==> src/rtl/pong_motion_ctrl.sv <==
// Pong game motion controller: a frame tick taken from the VGA scan position steps the paddle
// and ball once per frame, with ball bounces, misses, a serve delay and a lives count.
module pong_motion_ctrl #(
    parameter int PADDLE_H    = 72,
    parameter int BALL_SZ     = 8,
    parameter int PADDLE_STEP = 4,
    parameter int BALL_STEP   = 2,
    parameter int SERVE_WAIT  = 60
) (
    input  logic       clk,
    input  logic       reset,
    input  logic [9:0] pixel_x,
    input  logic [9:0] pixel_y,
    input  logic       btn_up,
    input  logic       btn_down,
    input  logic       start,
    output logic [9:0] paddle_y,
    output logic [9:0] ball_x,
    output logic [9:0] ball_y,
    output logic [1:0] lives,
    output logic       miss,
    output logic       game_over
);

    typedef enum logic [1:0] {S_IDLE, S_PLAY, S_MISS, S_OVER} state_t;

    localparam int CNT_W = (SERVE_WAIT > 1) ? $clog2(SERVE_WAIT) : 1;

    localparam logic [9:0]       SERVE_X   = 10'd316;
    localparam logic [9:0]       SERVE_Y   = 10'd236;
    localparam logic [9:0]       SERVE_PAD = 10'd204;
    localparam logic [10:0]      PAD_MAX   = 11'(480 - PADDLE_H);
    localparam logic [10:0]      X_LIM     = 11'd639;
    localparam logic [10:0]      Y_LIM     = 11'd479;
    localparam logic [10:0]      P_STEP    = 11'(PADDLE_STEP);
    localparam logic [10:0]      B_STEP    = 11'(BALL_STEP);
    localparam logic [10:0]      B_SZ      = 11'(BALL_SZ);
    localparam logic [10:0]      P_H       = 11'(PADDLE_H);
    localparam logic [10:0]      BOTTOM    = 11'(479 - BALL_STEP);
    localparam logic [CNT_W-1:0] CNT_LAST  = CNT_W'(SERVE_WAIT - 1);

    state_t           state, state_n;
    logic [9:0]       paddle_n, ball_x_n, ball_y_n;
    logic             dx, dy, dx_n, dy_n;        // 1 = moving toward larger coordinate
    logic [1:0]       lives_n;
    logic             miss_n;
    logic [CNT_W-1:0] cnt, cnt_n;
    logic             tick_cond, tick_q, tick;

    // Wide copies of the current position so sums and differences cannot wrap.
    logic [10:0] pad_w, bx_w, by_w, pad_mv, bx_mv, by_mv;
    logic        hit;

    assign tick_cond = (pixel_x == 10'd0) && (pixel_y == 10'd481);
    assign tick      = tick_cond && !tick_q;
    assign game_over = (state == S_OVER);

    assign pad_w = {1'b0, paddle_y};
    assign bx_w  = {1'b0, ball_x};
    assign by_w  = {1'b0, ball_y};
    assign hit   = (bx_w + B_SZ >= 11'd600) && (bx_w + B_SZ <= 11'd603) &&
                   (by_w + B_SZ >= pad_w) && (by_w <= pad_w + P_H);

    // NOTE: every signal written here gets a default first, so no path can leave one unassigned and infer a latch.
    always_comb begin
        state_n  = state;
        paddle_n = paddle_y;
        ball_x_n = ball_x;
        ball_y_n = ball_y;
        dx_n     = dx;
        dy_n     = dy;
        lives_n  = lives;
        cnt_n    = cnt;
        miss_n   = 1'b0;
        pad_mv   = pad_w;
        bx_mv    = bx_w;
        by_mv    = by_w;

        unique case (state)
            S_IDLE: begin
                paddle_n = SERVE_PAD;
                ball_x_n = SERVE_X;
                ball_y_n = SERVE_Y;
                dx_n     = 1'b1;
                dy_n     = 1'b1;
                if (start) state_n = S_PLAY;
            end
            S_PLAY: begin
                if (tick) begin
                    if (bx_w > 11'd631) begin
                        miss_n  = 1'b1;
                        lives_n = lives - 2'd1;
                        state_n = (lives != 2'd1) ? S_MISS : S_OVER;
                    end else begin
                        if (btn_up && !btn_down)
                            pad_mv = (pad_w < P_STEP) ? 11'd0 : pad_w - P_STEP;
                        else if (btn_down && !btn_up)
                            pad_mv = (pad_w + P_STEP > PAD_MAX) ? PAD_MAX : pad_w + P_STEP;

                        // Directions come from the pre-move position; each axis is independent.
                        if (bx_w <= 11'd36)        dx_n = 1'b1;
                        if (hit)                   dx_n = 1'b0;
                        if (by_w <= B_STEP)        dy_n = 1'b1;
                        if (by_w + B_SZ >= BOTTOM) dy_n = 1'b0;

                        if (dx_n) bx_mv = (bx_w + B_STEP > X_LIM) ? X_LIM : bx_w + B_STEP;
                        else      bx_mv = (bx_w < B_STEP) ? 11'd0 : bx_w - B_STEP;
                        if (dy_n) by_mv = (by_w + B_STEP > Y_LIM) ? Y_LIM : by_w + B_STEP;
                        else      by_mv = (by_w < B_STEP) ? 11'd0 : by_w - B_STEP;

                        paddle_n = pad_mv[9:0];
                        ball_x_n = bx_mv[9:0];
                        ball_y_n = by_mv[9:0];
                    end
                end
            end
            S_MISS: begin
                if (tick) begin
                    if (cnt == CNT_LAST) begin
                        cnt_n    = '0;
                        paddle_n = SERVE_PAD;
                        ball_x_n = SERVE_X;
                        ball_y_n = SERVE_Y;
                        dx_n     = 1'b1;
                        dy_n     = 1'b1;
                        state_n  = S_PLAY;
                    end else begin
                        cnt_n = cnt + 1'b1;
                    end
                end
            end
            S_OVER: begin
                if (start) begin
                    lives_n  = 2'd3;
                    paddle_n = SERVE_PAD;
                    ball_x_n = SERVE_X;
                    ball_y_n = SERVE_Y;
                    dx_n     = 1'b1;
                    dy_n     = 1'b1;
                    state_n  = S_IDLE;
                end
            end
            default: state_n = S_IDLE;
        endcase
    end

    // NOTE: sequential state uses non-blocking assignments so every register samples pre-edge values.
    always_ff @(posedge clk or posedge reset) begin
        if (reset) begin
            state    <= S_IDLE;
            paddle_y <= SERVE_PAD;
            ball_x   <= SERVE_X;
            ball_y   <= SERVE_Y;
            dx       <= 1'b1;
            dy       <= 1'b1;
            lives    <= 2'd3;
            miss     <= 1'b0;
            cnt      <= '0;
            tick_q   <= 1'b0;
        end else begin
            state    <= state_n;
            paddle_y <= paddle_n;
            ball_x   <= ball_x_n;
            ball_y   <= ball_y_n;
            dx       <= dx_n;
            dy       <= dy_n;
            lives    <= lives_n;
            miss     <= miss_n;
            cnt      <= cnt_n;
            tick_q   <= tick_cond;
        end
    end

endmodule
==> config.mk <==
export PLATFORM = sky130hd
export DESIGN_NAME = pong_motion_ctrl
export DESIGN_NICKNAME = d
export VERILOG_FILES = /design/src/rtl/pong_motion_ctrl.sv
export SDC_FILE = /design/constraint.sdc
export NUM_CORES = 1
export LEC_CHECK = 0
export CORE_MARGIN = 8
export CORE_UTILIZATION = 50
export CTS_CLUSTER_SIZE = 20
export DETAILED_ROUTE_END_ITERATION = 8
export PLACE_DENSITY = 0.8
export SYNTH_ARGS = -nofsm -noshare
export SYNTH_HDL_FRONTEND = slang
export SYNTH_SLANG_ARGS = --single-unit
==> constraint.sdc <==
create_clock -name clk -period 6.3 [get_ports clk]
set_input_delay 1.26 -clock clk [delete_from_list [all_inputs] [get_ports clk]]
set_output_delay 1.26 -clock clk [all_outputs]
set_load 0.05 [all_outputs]
* Yosys cells after proc, flatten, opt, wreduce, memory -nomap -nowiden *
Cells that the tools add are included.
W data, S select, Z words.

word-level totals
  register bits after elaboration = 44
  output and inout bits = 34
  input port bits = 25
  logic and storage cells = 130

operators by class
  multiplexer cells = 63
  add/subtract/negate cells = 11
  magnitude comparators = 14
  reduce and logical (&&, ||, !) cells = 18
  equal/unequal tests = 14

operators with widths
  kind                     count
  $mux W10                 25
  $pmux W10 S4             3
  $add A10 B2 Y11 const B  2
  $add A10 B4 Y11 const B  2
  $gt A11 B9 Y1 const B    2
  $mux W1                  21
  $lt A10 B2 Y1 const B    2
  $sub A10 B2 Y10 const B  2
  $mux W2                  9
  $ne A2 B2 Y1 const B     7
  $reduce_and A6 Y1        2
  $add A10 B3 Y11 const B  1
  $add A10 B7 Y11 const B  1
  $ge A11 B10 Y1           1
  $ge A11 B10 Y1 const B   1
  $ge A11 B9 Y1 const B    1
  $gt A11 B10 Y1 const B   1
  $le A10 B11 Y1           1
  $le A11 B10 Y1 const B   1
  $eq A10 B9 Y1 const B    1
  $gt A10 B10 Y1 const B   1
  $le A10 B2 Y1 const B    1
  $le A10 B6 Y1 const B    1
  $logic_not A10 Y1        1
  other kinds (20)         30

* Longest topological paths before layout *
  depth in word-level cells = 13
  depth in mapped cells = 13
  mapped depth without buffers = 12

* Worst setup path after synthesis *
Ideal clock, no wire load.

  path kind = reg-to-reg
  start point = register ball_y[3]
  end point = register ball_x[9]
  required time = 6182 ps
  cell stages (with the launch flop) = 13
  library setup time = 118 ps
  buffers on the path = 2
  setup slack = 3031 ps
  arrival = 3151 ps
  clock period less this slack = 3269 ps
  path through = dfstp_2 -> buf_2 -> inv_1 -> ha_1 -> ha_1 -> a21o_1 -> a2111oi_0 -> o221ai_1 -> a41oi_4 -> buf_6 -> mux2i_1 -> a21oi_1 -> a21o_1

between the ends
  cells in the longest elaborated chain, start to end = 12
  elaborated cells between the ends (all ways) = 13
  classes of those cells = 1 x add/sub; 2 x order compare; 8 x mux; 2 x reduce/logical

RTL lines
  what                     line  source
  from (decl)              19    output logic [9:0] ball_y,
  from (signal assigned)   164   ball_y <= ball_y_n;
  $add A10 B4 Y11          62    (by_w + B_SZ >= pad_w) && (by_w <= pad_w + P_H);
  $ge A11 B10 Y1           62
  $logic_and A1 B1 Y1      61    assign hit = (bx_w + B_SZ >= 11'd600) && (bx_w + B_SZ <= 11'd603) &&
  $logic_and A1 B1 Y1 (*)  62
  $mux W1 (*)              102   if (hit) dx_n = 1'b0;
  $mux W1 (*)              90    if (bx_w > 11'd631) begin
  $mux W1 (*)              89    if (tick) begin
  $mux W1 (*)              79    unique case (state)
  $mux W10 (*)             106   if (dx_n) bx_mv = (bx_w + B_STEP > X_LIM) ? X_LIM : bx_w + B_STEP;
  $mux W10 (*)             90
  $mux W10 (*)             89
  $pmux W10 S4 (*)         79
  to (signal assigned)     163   ball_x <= ball_x_n;
  to (decl)                18    output logic [9:0] ball_x,

Mark *: on every way between the ends. The rest lies on a longest branch, timed or not. The select of a mux whose other input is x is not followed.
A chain may end at the register's enable or synchronous reset.

* Final worst setup path *
  start point = input port pixel_x[1]
  end point = register ball_x[7]

between the ends
  cells in the longest elaborated chain, start to end = 5
  elaborated cells between the ends (all ways) = 6
  classes of those cells = 2 x eq/ne; 4 x reduce/logical

RTL lines
  what                             line  source
  from (decl)                      12    input logic [9:0] pixel_x,
  $logic_not A10 Y1 (*)            54    assign tick_cond = (pixel_x == 10'd0) && (pixel_y == 10'd481);
  $logic_and A1 B1 Y1 (*)          54
  $logic_and A1 B1 Y1 (*)          55    assign tick = tick_cond && !tick_q;
  $ne A2 B2 Y1 (no line)           n/a
  $reduce_and A5 Y1 (no line) (*)  n/a

Mark *: on every way between the ends. The rest lies on a longest branch, timed or not.

==> summary.md <==
| Metric | Value |
|---|---|
| Port-buffer cells | `56` |
| # diodes | `0` |
| Setup_tns | `0 ps` |
| Initial antenna violation count | `0` |
| Synth Cell Area | `0.004343 mm^2` |
| DR pass1 iterations | `5` |
| Post-CTS Setup Inserts | `0` |
| Hold buffer count at CTS | `0` |
| CTS tree | `yes` |
| Psw | `between 0.2 and 0.3 mW` |
| Startpoint types | `input pin` |
| Slew Limit Fails | `0` |
| Routed Wire Length | `about 12000 um` |
| Worst-Skew Late Latency | `roughly 300 ps` |
| Maximum fanout along the worst path | `22` |
| Syn Area/Cell | `~8 um^2` |
| Cells after Synth | `approximately 540` |
| Worst hold slack | `approximately 520 ps` |
| Final Wtd Congestion | `0.9110` |
| Ys flop type | `dfrtp_1` |
| Max Fclk | `252.3 MHz` |
| Final ANT Viol Nets | `0` |
| Register bit total from synthesis | `42` |
| Asr flop ratio synth | `100.0%` |
| Slew margin rel. | `around a third` |
| Die Wd | `109.2 um` |
| Crit-path cells | `clkdlybuf4s50_1, nor4_1, nand4_1, nor3_1, nand3_1, nor2_1, a21oi_1, o22ai_1` |
| Initial Util | `approximately half` |
| Multi-input logic area | `0.002973 mm^2` |
| Cell with the largest stage delay on the worst path | `nand3_1` |
| Switching part of the total | `roughly 34%` |
| Most common cell after layout, fill and taps aside | `clkdlybuf4s50_1` |
| Clock network power share | `about a third` |
| Core box area | `0.008551 mm^2` |
| Max IR drop VDD | `roughly 0.14 mV` |
| Final Hold Viols | `0` |
| Required @ worst endpoint | `about 6500 ps` |
| H-Tree Level Count | `2` |
| Ys Warns | `0` |
| WP data arrival | `about 4100 ps` |
| TritonCTS Buffers | `5` |
| DP Wirelength | `between 8000 and 9000 um` |
| Ratio of cells with drive above 1 in the final layout | `under 10%` |
| Post-CTS sizing | `0` |
| Clk root buf | `clkbuf_8` |
| Global route total overflow | `0` |
| Die height | `109.2 um` |
| Worst-path clk slew | `roughly 80 ps` |
| Fill cells | `approximately 760` |
| RSZ-0062 raised after global routing | `no` |
| Worst-Margin Slew | `slightly below 1000 ps` |
| Crit share post-route | `between 60% and 70%` |
| Synth cell types | `83` |
| Iteration-0 DRC Markers | `240` |
| Cell taking the most area after synthesis | `dfrtp_1` |
| Num rows | `34` |
| Vias in the first global route | `4184` |
| Max Cap Viol | `0` |
| Register area share after synthesis | `24.72%` |
| Power share of the combinational group | `roughly 30%` |
| Sequential share of power | `39.0%` |
| Pin count of the biggest net entering global routing | `between 40 and 50` |
| Clock Path Buffers | `2` |
| EDFF count, synth | `0` |
| Leading cell types in the layout, fill and taps excluded | `clkdlybuf4s50_1 (56), nor2_1 (39), nand2_1 (39), ha_1 (38), a21oi_1 (37)` |
| Final setup vio count | `0` |
| Via count | `~4400` |
| Pwr dens | `roughly 160 mW/mm^2` |
| CP Capture Type | `flop` |
| First-pass GRT wire length | `20210 um` |
| Status | `completed` |
| Synthesis-to-finish area growth | `15.30%` |
| Area fraction of the dominant cell type after synthesis | `between 10% and 20%` |
| Reg area | `between 0.001 and 0.0015 mm^2` |
| Hold crit path type | `reg2reg` |
| Tot GR Track Use | `around a fifth` |
| Clk sinks | `42` |
| Crit path kind | `in2reg` |
| Top post-synthesis cells by area | `dfrtp_1 (14%), ha_1 (11%), dfstp_2 (11%), a21oi_1 (4.3%), nand2_1 (3.4%)` |
| Leak | `between 2 and 2.5 nW` |
| I/O pin count | `59` |
| Fin nets | `~630` |
| Crit path largest cell delay | `700 ps` |
| Routed WL per cell | `roughly 18 um` |
| Vias per cell | `about 6.5` |
| Min Clock Period, post-route | `roughly 4000 ps` |
| P_int | `~0.54 mW` |
| DRC viols | `0` |
| Die area | `about 0.012 mm^2` |
| Worst Clk Skew | `about 11 ps` |
==> power by group through the flow <==
stage	sequential, mW	clock (mW)	combinational [mW]
after floorplan	0.339	0	0.156
after global placement	0.325	0	0.236
after detailed placement	0.326	0	0.242
after CTS	0.321	0.265	0.243
after global routing	0.326	0.276	0.266
final	0.323	0.260	0.244
==> kinds of logic after synthesis <==
group                    after synthesis  share of synthesized area, %
AND/OR/NAND/NOR                      199                         24.06
buffers and inverters                 69                         6.914
AO/OA/AOI/OAI                        164                         27.25
other                                  1                       0.08635
multiplexers                           6                         1.584
flip-flops                            42                         24.72
adder cells (fa/ha/maj)               38                         10.95
XOR/XNOR                              22                         4.437
==> routing by layer <==
layer / global-route usage, % / wire, um / up-vias
li1: - / - / 2057
met1: 25.97 / 5030 / 2099
met2: 35.27 / 5900 / 214
met3: 3.369 / 1001 / 25
met4: 6.172 / 218 / 0
met5: 0 / 0 / -
==> synth_stat cells (3+ instances only) <==
cell type	count
and3_1	12
dfstp_2	18
and2_1	8
inv_1	32
nand2_1	39
a31oi_1	3
nor2b_1	4
o21a_1	4
o221ai_1	4
o31ai_1	6
nand2b_1	9
o41ai_1	5
dfrtp_1	24
buf_4	3
and4_1	3
nor2_1	39
nor4_1	7
nor3_1	16
nand4_1	9
a211oi_1	5
o22ai_1	6
o21ai_0	23
a21oi_1	37
o211ai_1	9
a21boi_0	6
or3_1	7
a21o_1	9
clkbuf_1	18
buf_2	12
o21ai_1	3
nor4b_1	4
xnor2_1	15
o31a_1	5
xor2_1	7
nand3b_1	5
nand3_1	26
ha_1	38
a311oi_1	4
mux2_2	3
==> sequential cells by signal, indices dropped and copies added (netlist names) <==
name	cells
ball_x	10
ball_y	10
cnt	6
dx	1
dy	1
lives	2
miss	1
paddle_y	8
state	2
tick_q	1
==> path summary, 6_finish.rpt <==
check	endpoint	from	slack (ps)	cells after the start
setup / recovery	ball_x[7]$_DFFE_PP0P_	pixel_x[1]	2340	8
hold / removal	dy$_DFFE_PP1P_	dy$_DFFE_PP1P_	520	2
setup reg to reg	ball_x[6]$_DFFE_PP0P_	ball_y[3]$_DFFE_PP1P_	2530	10
hold reg to reg	dy$_DFFE_PP1P_	dy$_DFFE_PP1P_	520	2
max in group asynchronous	ball_y[5]$_DFFE_PP1P_	reset	4510	3
min in group asynchronous	paddle_y[8]$_DFFE_PP0P_	reset	1390	3
==> per-stage QoR <==
step                      total power, mW  instances  setup WS [ps]  util [%]  area [um^2]
after global routing               0.8679        678           1968     58.56         5007
after CTS                          0.8292        678           2383     58.56         5007
after global placement             0.5605        670           2306     56.95         4870
final                              0.8262        678           2336     58.56         5007
after floorplan                    0.4952        542           3031         -         4347
after detailed placement           0.5683        670           2076     56.95         4870
==> layout make-up <==
cell class | instances | share of cell area (%)
flip-flops and latches | 42 | 21.44
multi-input cells | 431 | 59.37
well taps | 108 | 2.699
inverters | 32 | 2.399
clock inverters | 3 | 1.374
repair buffers | 57 | 11.34
clock buffers | 5 | 1.374
==> worst max-delay path, delay by kind of cell <==
kind,cells,cell delay (ps)
compound gates,2,380
simple gates,5,2110
buf+inv,1,410
Power figures use the tool's default switching activity.
